`config.mk`:
```
export PLATFORM = sky130hd
export DESIGN_NAME = memhot_out_monitor
export DESIGN_NICKNAME = d
export VERILOG_FILES = /design/src/rtl/memhot_out_monitor.sv
export SDC_FILE = /design/constraint.sdc
export NUM_CORES = 1
export LEC_CHECK = 0
export CORE_ASPECT_RATIO = 0.7
export CORE_MARGIN = 2
export CORE_UTILIZATION = 53
export CTS_CLUSTER_DIAMETER = 120
export DETAILED_ROUTE_END_ITERATION = 8
export PLACE_DENSITY = 0.86
export SLEW_MARGIN = 40
export SYNTH_ARGS = -nofsm -noshare
export SYNTH_HDL_FRONTEND = slang
export SYNTH_SLANG_ARGS = --single-unit
```
`constraint.sdc`:
```
create_clock -name iClk -period 1.9 [get_ports iClk]
set_clock_uncertainty 0.2 [all_clocks]
set_input_delay 0.38 -clock iClk [delete_from_list [all_inputs] [get_ports iClk]]
set_output_delay 0.38 -clock iClk [all_outputs]
set_load 0.05 [all_outputs]
```
`src/rtl/memhot_out_monitor.sv`:
```
// Qualifies MEMHOT_OUT# from both CPU sockets: synchronize, glitch filter, minimum-assertion stretch,
// then report live/sticky status, saturating event counts and a shared BMC alert.
module memhot_out_monitor #(
    parameter int FILTER_CYCLES  = 4,
    parameter int STRETCH_CYCLES = 2000,
    parameter int CNT_WIDTH      = 8
) (
    input  logic                 iClk,
    input  logic                 iRst_n,
    input  logic                 PWRGD_SYS_PWROK,
    input  logic                 FM_CPU0_MEMHOT_OUT_N,
    input  logic                 FM_CPU1_MEMHOT_OUT_N,
    input  logic                 FM_CPU0_SKTOCC_LVT3_N,
    input  logic                 FM_CPU1_SKTOCC_LVT3_N,
    input  logic                 iStatusClr,
    output logic [1:0]           oMemhotActive,
    output logic [1:0]           oMemhotSticky,
    output logic [CNT_WIDTH-1:0] oCpu0EventCnt,
    output logic [CNT_WIDTH-1:0] oCpu1EventCnt,
    output logic                 FM_BMC_MEMHOT_ALERT_N
);

    localparam logic [1:0] ST_IDLE    = 2'd0;
    localparam logic [1:0] ST_QUALIFY = 2'd1;
    localparam logic [1:0] ST_ACTIVE  = 2'd2;
    localparam logic [1:0] ST_STRETCH = 2'd3;

    localparam logic [7:0]           FILT_LAST = 8'(FILTER_CYCLES - 1);
    localparam logic [15:0]          STR_LAST  = 16'(STRETCH_CYCLES - 1);
    localparam logic [CNT_WIDTH-1:0] CNT_MAX   = {CNT_WIDTH{1'b1}};
    localparam logic [CNT_WIDTH-1:0] CNT_ONE   = {{(CNT_WIDTH-1){1'b0}}, 1'b1};

    logic [1:0]           sync1_q, sync1_d, sync2_q, sync2_d;
    logic [1:0]           state_q [2];
    logic [1:0]           state_d [2];
    logic [7:0]           filt_q  [2];
    logic [7:0]           filt_d  [2];
    logic [15:0]          str_q   [2];
    logic [15:0]          str_d   [2];
    logic [CNT_WIDTH-1:0] cnt_q   [2];
    logic [CNT_WIDTH-1:0] cnt_d   [2];
    logic [1:0]           active_q, active_d, sticky_q, sticky_d;
    logic [1:0]           en, evt;
    logic                 alert_q, alert_d;

    always_comb begin
        sync1_d = {FM_CPU1_MEMHOT_OUT_N, FM_CPU0_MEMHOT_OUT_N};
        sync2_d = sync1_q;
        en      = {PWRGD_SYS_PWROK & ~FM_CPU1_SKTOCC_LVT3_N,
                   PWRGD_SYS_PWROK & ~FM_CPU0_SKTOCC_LVT3_N};
    end

    // Per-socket qualify/stretch FSM; a low sample during stretch re-enters ACTIVE without a new event.
    always_comb begin
        for (int n = 0; n < 2; n++) begin
            state_d[n] = state_q[n];
            filt_d[n]  = filt_q[n];
            str_d[n]   = str_q[n];
            evt[n]     = 1'b0;
            if (!en[n]) begin
                state_d[n] = ST_IDLE;
                filt_d[n]  = 8'd0;
                str_d[n]   = 16'd0;
            end else begin
                case (state_q[n])
                    ST_IDLE: begin
                        if (!sync2_q[n]) begin
                            if (FILTER_CYCLES == 1) begin
                                state_d[n] = ST_ACTIVE;
                                evt[n]     = 1'b1;
                            end else begin
                                state_d[n] = ST_QUALIFY;
                                filt_d[n]  = 8'd1;
                            end
                        end else begin
                            filt_d[n] = 8'd0;
                        end
                    end
                    ST_QUALIFY: begin
                        if (sync2_q[n]) begin
                            state_d[n] = ST_IDLE;
                            filt_d[n]  = 8'd0;
                        end else if (filt_q[n] == FILT_LAST) begin
                            state_d[n] = ST_ACTIVE;
                            filt_d[n]  = 8'd0;
                            evt[n]     = 1'b1;
                        end else begin
                            filt_d[n] = filt_q[n] + 8'd1;
                        end
                    end
                    ST_ACTIVE: begin
                        if (sync2_q[n]) begin
                            if (STRETCH_CYCLES == 1) begin
                                state_d[n] = ST_IDLE;
                            end else begin
                                state_d[n] = ST_STRETCH;
                                str_d[n]   = 16'd1;
                            end
                        end else begin
                            state_d[n] = ST_ACTIVE;
                        end
                    end
                    ST_STRETCH: begin
                        if (!sync2_q[n]) begin
                            state_d[n] = ST_ACTIVE;
                            str_d[n]   = 16'd0;
                        end else if (str_q[n] == STR_LAST) begin
                            state_d[n] = ST_IDLE;
                            str_d[n]   = 16'd0;
                        end else begin
                            str_d[n] = str_q[n] + 16'd1;
                        end
                    end
                    default: begin
                        state_d[n] = ST_IDLE;
                        filt_d[n]  = 8'd0;
                        str_d[n]   = 16'd0;
                    end
                endcase
            end
            active_d[n] = (state_d[n] == ST_ACTIVE) || (state_d[n] == ST_STRETCH);
        end
    end

    // Sticky bits and counters: an event on the same edge as a clear still registers.
    always_comb begin
        sticky_d = iStatusClr ? 2'b00 : sticky_q;
        for (int n = 0; n < 2; n++) begin
            cnt_d[n] = iStatusClr ? {CNT_WIDTH{1'b0}} : cnt_q[n];
            if (evt[n]) begin
                sticky_d[n] = 1'b1;
                if (iStatusClr) begin
                    cnt_d[n] = CNT_ONE;
                end else if (cnt_q[n] == CNT_MAX) begin
                    cnt_d[n] = cnt_q[n];
                end else begin
                    cnt_d[n] = cnt_q[n] + CNT_ONE;
                end
            end else begin
                sticky_d[n] = sticky_d[n];
            end
        end
        alert_d = ~(sticky_q[0] | sticky_q[1]);
    end

    always_ff @(posedge iClk) begin
        if (!iRst_n) begin
            sync1_q  <= 2'b11;
            sync2_q  <= 2'b11;
            active_q <= 2'b00;
            sticky_q <= 2'b00;
            alert_q  <= 1'b1;
            for (int n = 0; n < 2; n++) begin
                state_q[n] <= ST_IDLE;
                filt_q[n]  <= 8'd0;
                str_q[n]   <= 16'd0;
                cnt_q[n]   <= {CNT_WIDTH{1'b0}};
            end
        end else begin
            sync1_q  <= sync1_d;
            sync2_q  <= sync2_d;
            active_q <= active_d;
            sticky_q <= sticky_d;
            alert_q  <= alert_d;
            for (int n = 0; n < 2; n++) begin
                state_q[n] <= state_d[n];
                filt_q[n]  <= filt_d[n];
                str_q[n]   <= str_d[n];
                cnt_q[n]   <= cnt_d[n];
            end
        end
    end

    assign oMemhotActive         = active_q;
    assign oMemhotSticky         = sticky_q;
    assign oCpu0EventCnt         = cnt_q[0];
    assign oCpu1EventCnt         = cnt_q[1];
    assign FM_BMC_MEMHOT_ALERT_N = alert_q;

endmodule

```
==> results of run 1 <==
registers in the layout, indices dropped and copies added, names as in the netlist:
name	cells
oMemhotActive	2
filt_q	16
cnt_q	16
FM_BMC_MEMHOT_ALERT_N	1
sync1_q	2
str_q	32
state_q	4
oMemhotSticky	2
sync2_q	2
cell usage after synthesis, types with 2 or more instances:
library cell,n
sky130_fd_sc_hd__clkbuf_1,14
sky130_fd_sc_hd__o211ai_1,5
sky130_fd_sc_hd__nor2_1,16
sky130_fd_sc_hd__o31ai_1,9
sky130_fd_sc_hd__and4b_1,2
sky130_fd_sc_hd__a31oi_1,3
sky130_fd_sc_hd__a21boi_0,2
sky130_fd_sc_hd__nor2b_1,5
sky130_fd_sc_hd__and4_1,8
sky130_fd_sc_hd__nand2_1,30
sky130_fd_sc_hd__ha_1,6
sky130_fd_sc_hd__o21ai_0,22
sky130_fd_sc_hd__o41ai_1,2
sky130_fd_sc_hd__a22oi_1,3
sky130_fd_sc_hd__xor2_1,8
sky130_fd_sc_hd__inv_1,14
sky130_fd_sc_hd__or2_2,3
sky130_fd_sc_hd__a211oi_1,10
sky130_fd_sc_hd__mux2i_1,3
sky130_fd_sc_hd__clkbuf_2,2
sky130_fd_sc_hd__or4_1,7
sky130_fd_sc_hd__nand4_1,19
sky130_fd_sc_hd__a41oi_1,5
sky130_fd_sc_hd__nor4bb_1,2
sky130_fd_sc_hd__nand3b_1,6
sky130_fd_sc_hd__a21oi_1,36
sky130_fd_sc_hd__nor3_1,29
sky130_fd_sc_hd__nand2b_1,9
sky130_fd_sc_hd__or3_1,5
sky130_fd_sc_hd__and3_1,11
sky130_fd_sc_hd__nor4_1,8
sky130_fd_sc_hd__a311oi_1,10
sky130_fd_sc_hd__and2_1,6
sky130_fd_sc_hd__buf_2,11
sky130_fd_sc_hd__nand3_1,31
sky130_fd_sc_hd__xnor2_1,9
sky130_fd_sc_hd__dfxtp_1,77
layer usage:
| layer | vias to the layer above | share of wire [%] | routed length (um) |
|---|---|---|---|
| li1 | 2012 | - | - |
| met1 | 2150 | 40 | 5281 |
| met2 | 276 | 48 | 6303 |
| met3 | 60 | 8.7 | 1149 |
| met4 | 0 | 4.0 | 533 |
| met5 | - | 0 | 0 |
final timing paths:
path	start	cells past startpoint	slack, ns	end
min	sync1_q[1]	1	0.21	sync2_q[1]
max	str_q[0][0]	9	-0.17	str_q[0][11]
min reg2reg	sync1_q[1]	1	0.21	sync2_q[1]
max reg2reg	str_q[0][0]	9	-0.17	str_q[0][11]
placed cells by master (no fill, tap or decap), drive strengths merged, types with 9 or more instances in the layout:
cell,count
a211oi,10
a21oi,36
a311oi,10
and3,11
buf,120
clkbuf,11
dfxtp,77
inv,14
nand2,30
nand2b,9
nand3,32
nand4,20
nor2,16
nor3,30
o21ai,22
o31ai,9
xnor2,9
final cells by class:
cell class	instances	area share, %
Multi-Input combinational cell	353	46.11
Sequential cell	77	28.76
Timing Repair Buffer	127	18.59
Clock buffer	11	2.734
Tap cell	98	2.214
Inverter	14	0.9489
Clock inverter	2	0.6326
power by group through the flow:
| stage | clock network (mW) | registers [mW] | logic, mW |
|---|---|---|---|
| floorplan | 0 | 1.66 | 0.0437 |
| global placement | 0 | 1.66 | 0.0913 |
| detailed placement | 0 | 1.66 | 0.0932 |
| CTS | 1.26 | 1.62 | 0.0953 |
| global route | 1.33 | 1.62 | 0.111 |
| finish | 1.27 | 1.62 | 0.105 |
stage by stage:
step | cells | setup TNS (ns) | hold slack (ns) | instance area [sq um]
after floorplan | 471 | -0.06556 | 0.1863 | 4020
after global placement | 651 | -5.172 | 0.1914 | 4898
after detailed placement | 651 | -7.176 | 0.1947 | 4898
after CTS | 670 | -0.1111 | 0.2133 | 5209
after global routing | 682 | -2.520 | 0.2426 | 5538
final | 682 | -1.992 | 0.2128 | 5538
timing repair:
action                     in CTS  in global routing
gates resized for setup        19                 70
setup endpoints to repair      14                 51
gates cloned                    0                  2
hold endpoints to repair        0                  0
pin swaps                      10                 13
setup buffers                   6                 11
worst max-delay path: cells and delay by family (launching register included):
kind	cells	cell delay, ns
fa+ha+maj	1	0.17
flops	1	0.35
simple gates	3	0.43
buf+inv	4	0.48
compound gates	1	0.32
logic make-up after synthesis:
kind of cell / after synthesis / share of synthesized area, %
muxes: 3 / 0.7538
DFF: 77 / 38.69
AOI/OAI and AO/OA: 116 / 19.03
xor gates and xnor gates: 17 / 3.738
adders and majority gates: 6 / 1.884
and+or+nand+nor: 211 / 31.63
buffers and inverters: 41 / 4.271
==> results.md, run 1 <==
- From bottom edge to top edge, the die measures 76.54 um.
- The met2 demand-to-capacity share in global routing is 42.64%.
- After filler insertion, the fill cell instance count of the layout stands at 467.
- The switching power as a share of total power is 22.59%.
- Traced cell by cell, the critical path runs through ha_4 > buf_4 > and4b_1 > nand4_1 > buf_4 > buf_4 > buf_4 > nand4_1 > o31ai_1.
- The clock transition at the registers of the reported paths is 0.08 ns.
- The net count after synthesis is 485.
- Dividing the detail-routed wire length by the instance count gives 19.45 um.
- The number of maximum-capacitance violations is 0.
- Dividing the final minimum period by the clock period gives 108.9%.
- The total routing resource utilization after global routing is 27.74%.
- Routability-driven placement finished with a final weighted congestion of 0.9333.
- The final wirelength is 13270 um.
- The area of the multi-input gates is 2554 sq um.
- The post-route DRC violation count is 0.
- The via count of the first global-routing pass is 3887.
- Summed over all cells, the static leakage comes to 1.916 nW.
- The critical path class is register to register.
- The wire length of the first global-routing pass is 18460 um.
- In this run the deepest clock path goes through 2 buffers.
- Power spread over the standard cell area amounts to 539.6 nW/um^2.
- The part of the power in registers is 54.1%.
- For this run, the top clock speed supported by timing is 483.2 MHz.
- Total power for the finished layout comes to 2.988 mW.
- The number of endpoints with negative hold slack in the final report is 0.
- Detailed placement ended at an HPWL of 7603 um.
- The initial antenna violation count is 0.
- The async set or reset register ratio after synthesis is 0%.
- The analysis attributes to net switching a power of 674.9 uW.
- The number of levels the H-tree was split into is 3.
- The final reports fail on setup timing.
- The first detailed-routing pass ran for 8 iterations.
- The peak-usage layer in the global routing report is met2.
- The library cell with the largest summed area after synthesis is sky130_fd_sc_hd__dfxtp_1.
- The total via count after detailed routing is 4498.
- The worst setup timing slack at the placement stage is -0.3995 ns.
- In this run, the clock network consumes 42.4% of the power.
- In this run, synthesis inferred 0 flip-flops with an integrated enable.
- By area the synthesized netlist is led by sky130_fd_sc_hd__dfxtp_1, sky130_fd_sc_hd__a21oi_1, sky130_fd_sc_hd__nand3_1, sky130_fd_sc_hd__nor3_1, sky130_fd_sc_hd__nand4_1.
- The unique cell type count in the Yosys netlist is 60.
- For this block, the initial DRC count from the detailed router was 533.
- The floorplan step defined a core boundary enclosing 7287 sq um.
- At the pin with the least slew margin, the transition time is 0.5050 ns.
- 29 I/O pins were placed.
- The detail route stage leaves a number of antenna-violating nets equal to 0.
- Global routing consumed, on the met3 layer, 6.159% of the routing resources.
- The horizontal extent of the die is 107.6 um.
- Averaged over all synthesized cells, the footprint is 8.458 sq um.
- The later pin in the worst-skew pair is clocked with a latency of 0.36 ns.
- The share of Yosys cell area claimed by the top area cell type is 38.69%.
- Setup violations remaining at the end of the flow were counted as 23.
- Global routing used 38.03% of the available met1 tracks.
- The data arrival time of the critical path is 2.11 ns.
- The synthesized design contains 77 register bits.
- The maximum number of pins on one net before global-route repair is 30.
- The repair_antennas step left the layout with diodes totalling 0.
- The clock tree from TritonCTS is built.
- The delay contributed by the slowest stage of the critical path is 0.35 ns.
- The number of clock buffers added by TritonCTS is 9.
- The final period demand of the worst path is 2.070 ns.
- The synthesis-to-finish area growth is 39.01%.
- The register area share after synthesis is 38.69%.
- Of all nets on the critical path, the largest fanout is 3.
- During placement, the flow inserted port buffers numbering 28.
- The dominant register cell in the synthesized netlist is sky130_fd_sc_hd__dfxtp_1.
- The proportion of layout cells with a drive suffix above 1 is 37.84%.
- The initial utilization of the core area, before any placement, comes to 54.67%.
- In this run the core area contains 26 standard-cell rows.
- The maximum vdd ir drop is 0.5423 mV.
- The overflow left after global routing is 0.
- Using the TritonRoute via totals, the vias-per-cell ratio works out to 6.595.
- The die covers 8237 sq um.
- The tightest slew margin relative to the limit is 66.03%.
- The number of nets in the finished design is 596.
- At the worst endpoint, the required time is 1.94 ns.
- The library cell appearing most often on the critical path is sky130_fd_sc_hd__buf_4.
- After clock tree synthesis, the flow added hold-fix buffers numbering 0.
- The cell-internal power is 2.313 mW.
- The number of cells produced by synthesis is 471.
- The flow ran to the end, but the final reports show violations.
- Registers take 1593 sq um.
- The root buffer selected by CTS is sky130_fd_sc_hd__clkbuf_8.
- The final core area utilization is 76.00%.
- The total number of clock tree sinks is 77.
- STA classifies the critical path startpoint as a register.
- The worst setup slack after layout is -0.1696 ns.
- The cell area after technology mapping is 3984 sq um.
- The max-slew violation count came to 0.
- The slowest stage of the critical path is the sky130_fd_sc_hd__dfxtp_2 cell.
- Setup repair after global routing could not meet its margin everywhere.
- Combinational logic is responsible for 3.5% of the overall power.
- The number of synthesis warnings is 0.
- The worst min-delay path class is register to register.
- The worst setup path is captured at a register.
Note: power is estimated with default switching activity, not from simulation.
==> run 2, diff against run 1 <==
Settings changed: ABC_CLOCK_PERIOD_IN_PS set to 1900, GPL_TIMING_DRIVEN set to 0.
==> results.md, run 2 (synthesis results as in run 1) <==
- The run finished, with violations left.
- The final reports fail on setup timing.
- For this configuration, the core starts out at a cell density of 54.67%.
- 0 antenna diodes ended up in the layout.
- The switching component of the power is 780.4 uW.
- The total via count after detailed routing is 5273.
- In this run the core area contains 26 standard-cell rows.
- The routed design has 18580 um of wire.
- The switching power as a share of total power is 23.20%.
- The total power per unit cell area is 562.0 nW/um^2.
- The startpoint class of the critical path is a register.
- The hold buffer count at cts is 0.
- Along the worst path, the maximum fanout reaches 10.
- The summed area of non-filler cells in the final layout is 5986 sq um.
- The area inside the core boundary is 7287 sq um.
- The routed wirelength normalized by instance count is 27.29 um.
- In the routed design, unresolved DRC markers number 0.
- The slew at the pin closest to its max-slew limit is 0.8772 ns.
- The post-detailed-placement half-perimeter wirelength is 7120 um.
- The later pin in the worst-skew pair is clocked with a latency of 0.39 ns.
- The initial detailed-routing violation count is 1020.
- After the flow finishes, the layout carries non-filler instances totaling 681.
- The first global-routing pass estimated 21710 um of wire.
- In the final layout, the share of cells above drive strength 1 is 43.74%.
- The required time of the worst setup path is 1.96 ns.
- Hold is met by 0.2186 ns.
- The count of final setup violators is 67.
- Timing would allow up to 448.6 MHz.
- The initial antenna violation count is 0.
- In the global route stage, overall resource usage came out at 33.54%.
- The largest registers in the layout are str_q x32, cnt_q x16, filt_q x16.
- The die outline area is 8237 sq um.
- For this design the static power due to leakage is 1.991 nW.
- The library cells used most frequently in the layout, excluding fill and tap cells, are sky130_fd_sc_hd__buf_4, sky130_fd_sc_hd__dfxtp_1, sky130_fd_sc_hd__dfxtp_2.
- The internal power of the cells totals 2.584 mW.
- VDD sags by at most 0.5447 mV.
- The worst setup path is captured at a register.
- The number of top-level design ports is 29.
- The last weighted congestion value of the routability-driven placer is 0.9377.
- The synthesis-to-finish area growth is 50.25%.
- The via count of the first global-routing pass was 4152.
- The register with the most flip-flops in the layout has 32 of them.
- The part of the power in registers is 48.1%.
- The critical path class is register to register.
- The longest clock path from root to sink contains 2 buffers.
- The overflow left after global routing is 0.
- The worst min-delay path class is register to register.
- Across the run, the number of max-cap violations was 0.
- The share of power burned in the clock network is 48.5%.
- The maximum number of pins on one net before global-route repair is 13.
- The number of buffers inserted by port buffering is 28.
- The worst pin sits at a relative slew slack of 41.52%.
- Once placement completed, the tool counted placed cells totaling 597.
- The clock tree from TritonCTS is built.
- CTS built an H-tree with a depth of 3.
- Counting flops per register, the top entry is str_q.
- The number of iterations in the first detailed-routing pass is 7.
- After layout, the design draws a total of 3.364 mW.
- In the routed layout, each cell is associated on average with a via count of 7.743.
- The clock net in this run drives a total of 77 sinks.
- The final period demand of the worst path is 2.229 ns.
- Setup repair after global routing could not meet its margin everywhere.
- From bottom edge to top edge, the die measures 76.54 um.
- Clock-pin slew was measured on the worst setup and hold paths at 0.09 ns.
- Data on the critical path arrives at its endpoint at 2.29 ns.
- The max-slew violation count came to 0.
- The worst setup timing slack at the placement stage is -0.5278 ns.
- The number of clock buffers added by TritonCTS is 9.
- The floorplan step set the die width to 107.6 um.
- The library cell used most frequently in the layout, excluding fill and tap cells, is sky130_fd_sc_hd__buf_4.
- The root buffer selected by CTS is sky130_fd_sc_hd__clkbuf_8.
- The detail route stage leaves a number of antenna-violating nets equal to 0.
- The worst setup slack after layout is -0.3293 ns.
- The final worst-path cycle share is 117.3%.
- The combinational share of power is 3.4%.
- The number of endpoints with negative hold slack in the final report is 0.
- The standard cell area after detailed placement is 4423 sq um.
- The final layout contains 593 nets.
==> run 2: cell count changes in the layout (fill, tap and decap cells not counted), sizes merged <==
| cell | before | now |
|---|---|---|
| buf | 120 | 86 |
| clkbuf | 11 | 24 |
| dlygate4sd2 | 0 | 13 |
| clkdlybuf4s15 | 0 | 5 |
| bufinv | 1 | 3 |
| clkdlybuf4s50 | 6 | 5 |
| clkinvlp | 0 | 1 |
| inv | 14 | 13 |
| nand4 | 20 | 21 |
==> run 2: final timing paths <==
check	slack [ns]	endpoint	start	depth (start not counted)
hold / removal	0.22	sync2_q[1]	sync1_q[1]	1
setup reg to reg	-0.33	str_q[0][30]	str_q[0][21]	5
setup / recovery	-0.33	str_q[0][30]	str_q[0][21]	5
hold reg to reg	0.22	sync2_q[1]	sync1_q[1]	1
==> run 2: cell type report <==
type                       instances  area, sq um
multi-input combinational        354         2915
sequential                        77         1603
fill                             333         1301
timing repair buffer              99        835.8
buffer                            24        206.4
clock buffer                      11        151.4
tap                               98        122.6
clock inverter                     4        95.09
inverter                          14        56.30
==> run 2: power by group through the flow <==
stage | registers (mW) | logic, mW | clock network (mW)
after CTS | 1.62 | 0.0864 | 1.55
final | 1.62 | 0.113 | 1.63
after detailed placement | 1.66 | 0.0826 | 0
after global placement | 1.66 | 0.0803 | 0
after floorplan | 1.66 | 0.0437 | 0
after global routing | 1.62 | 0.115 | 1.66
==> run 2: routing by layer <==
metal  GRT usage (%)  wire length (um)  up-vias
li1                -                 -     2029
met1           44.26              6338     2367
met2           50.06              7721      653
met3           11.46              2911      224
met4           13.72              1611        0
met5               0                 0        -
==> run 2: worst max-delay path, stage by stage, from the launching register on <==
cell and delay (ns):
sky130_fd_sc_hd__dfxtp_1 0.45, sky130_fd_sc_hd__nand4_1 0.31, sky130_fd_sc_hd__clkbuf_4 0.32, sky130_fd_sc_hd__nor4_1 0.51
sky130_fd_sc_hd__or3_1 0.22, sky130_fd_sc_hd__o211ai_1 0.09
==> run 2: what timing repair did <==
action	4_1_cts	5_1_grt
endpoints found under the setup margin	86	71
buffers inserted	42	30
gates cloned	3	1
pin swaps	24	64
resized for setup	85	170
==> run 2: stage by stage <==
step                      utilization [%]  setup TNS [ns]
after floorplan                         -        -0.06556
after global placement              60.70          -17.16
after detailed placement            60.70          -19.92
after CTS                           71.45         -0.1239
after global routing                82.14          -8.741
final                               82.14          -6.430
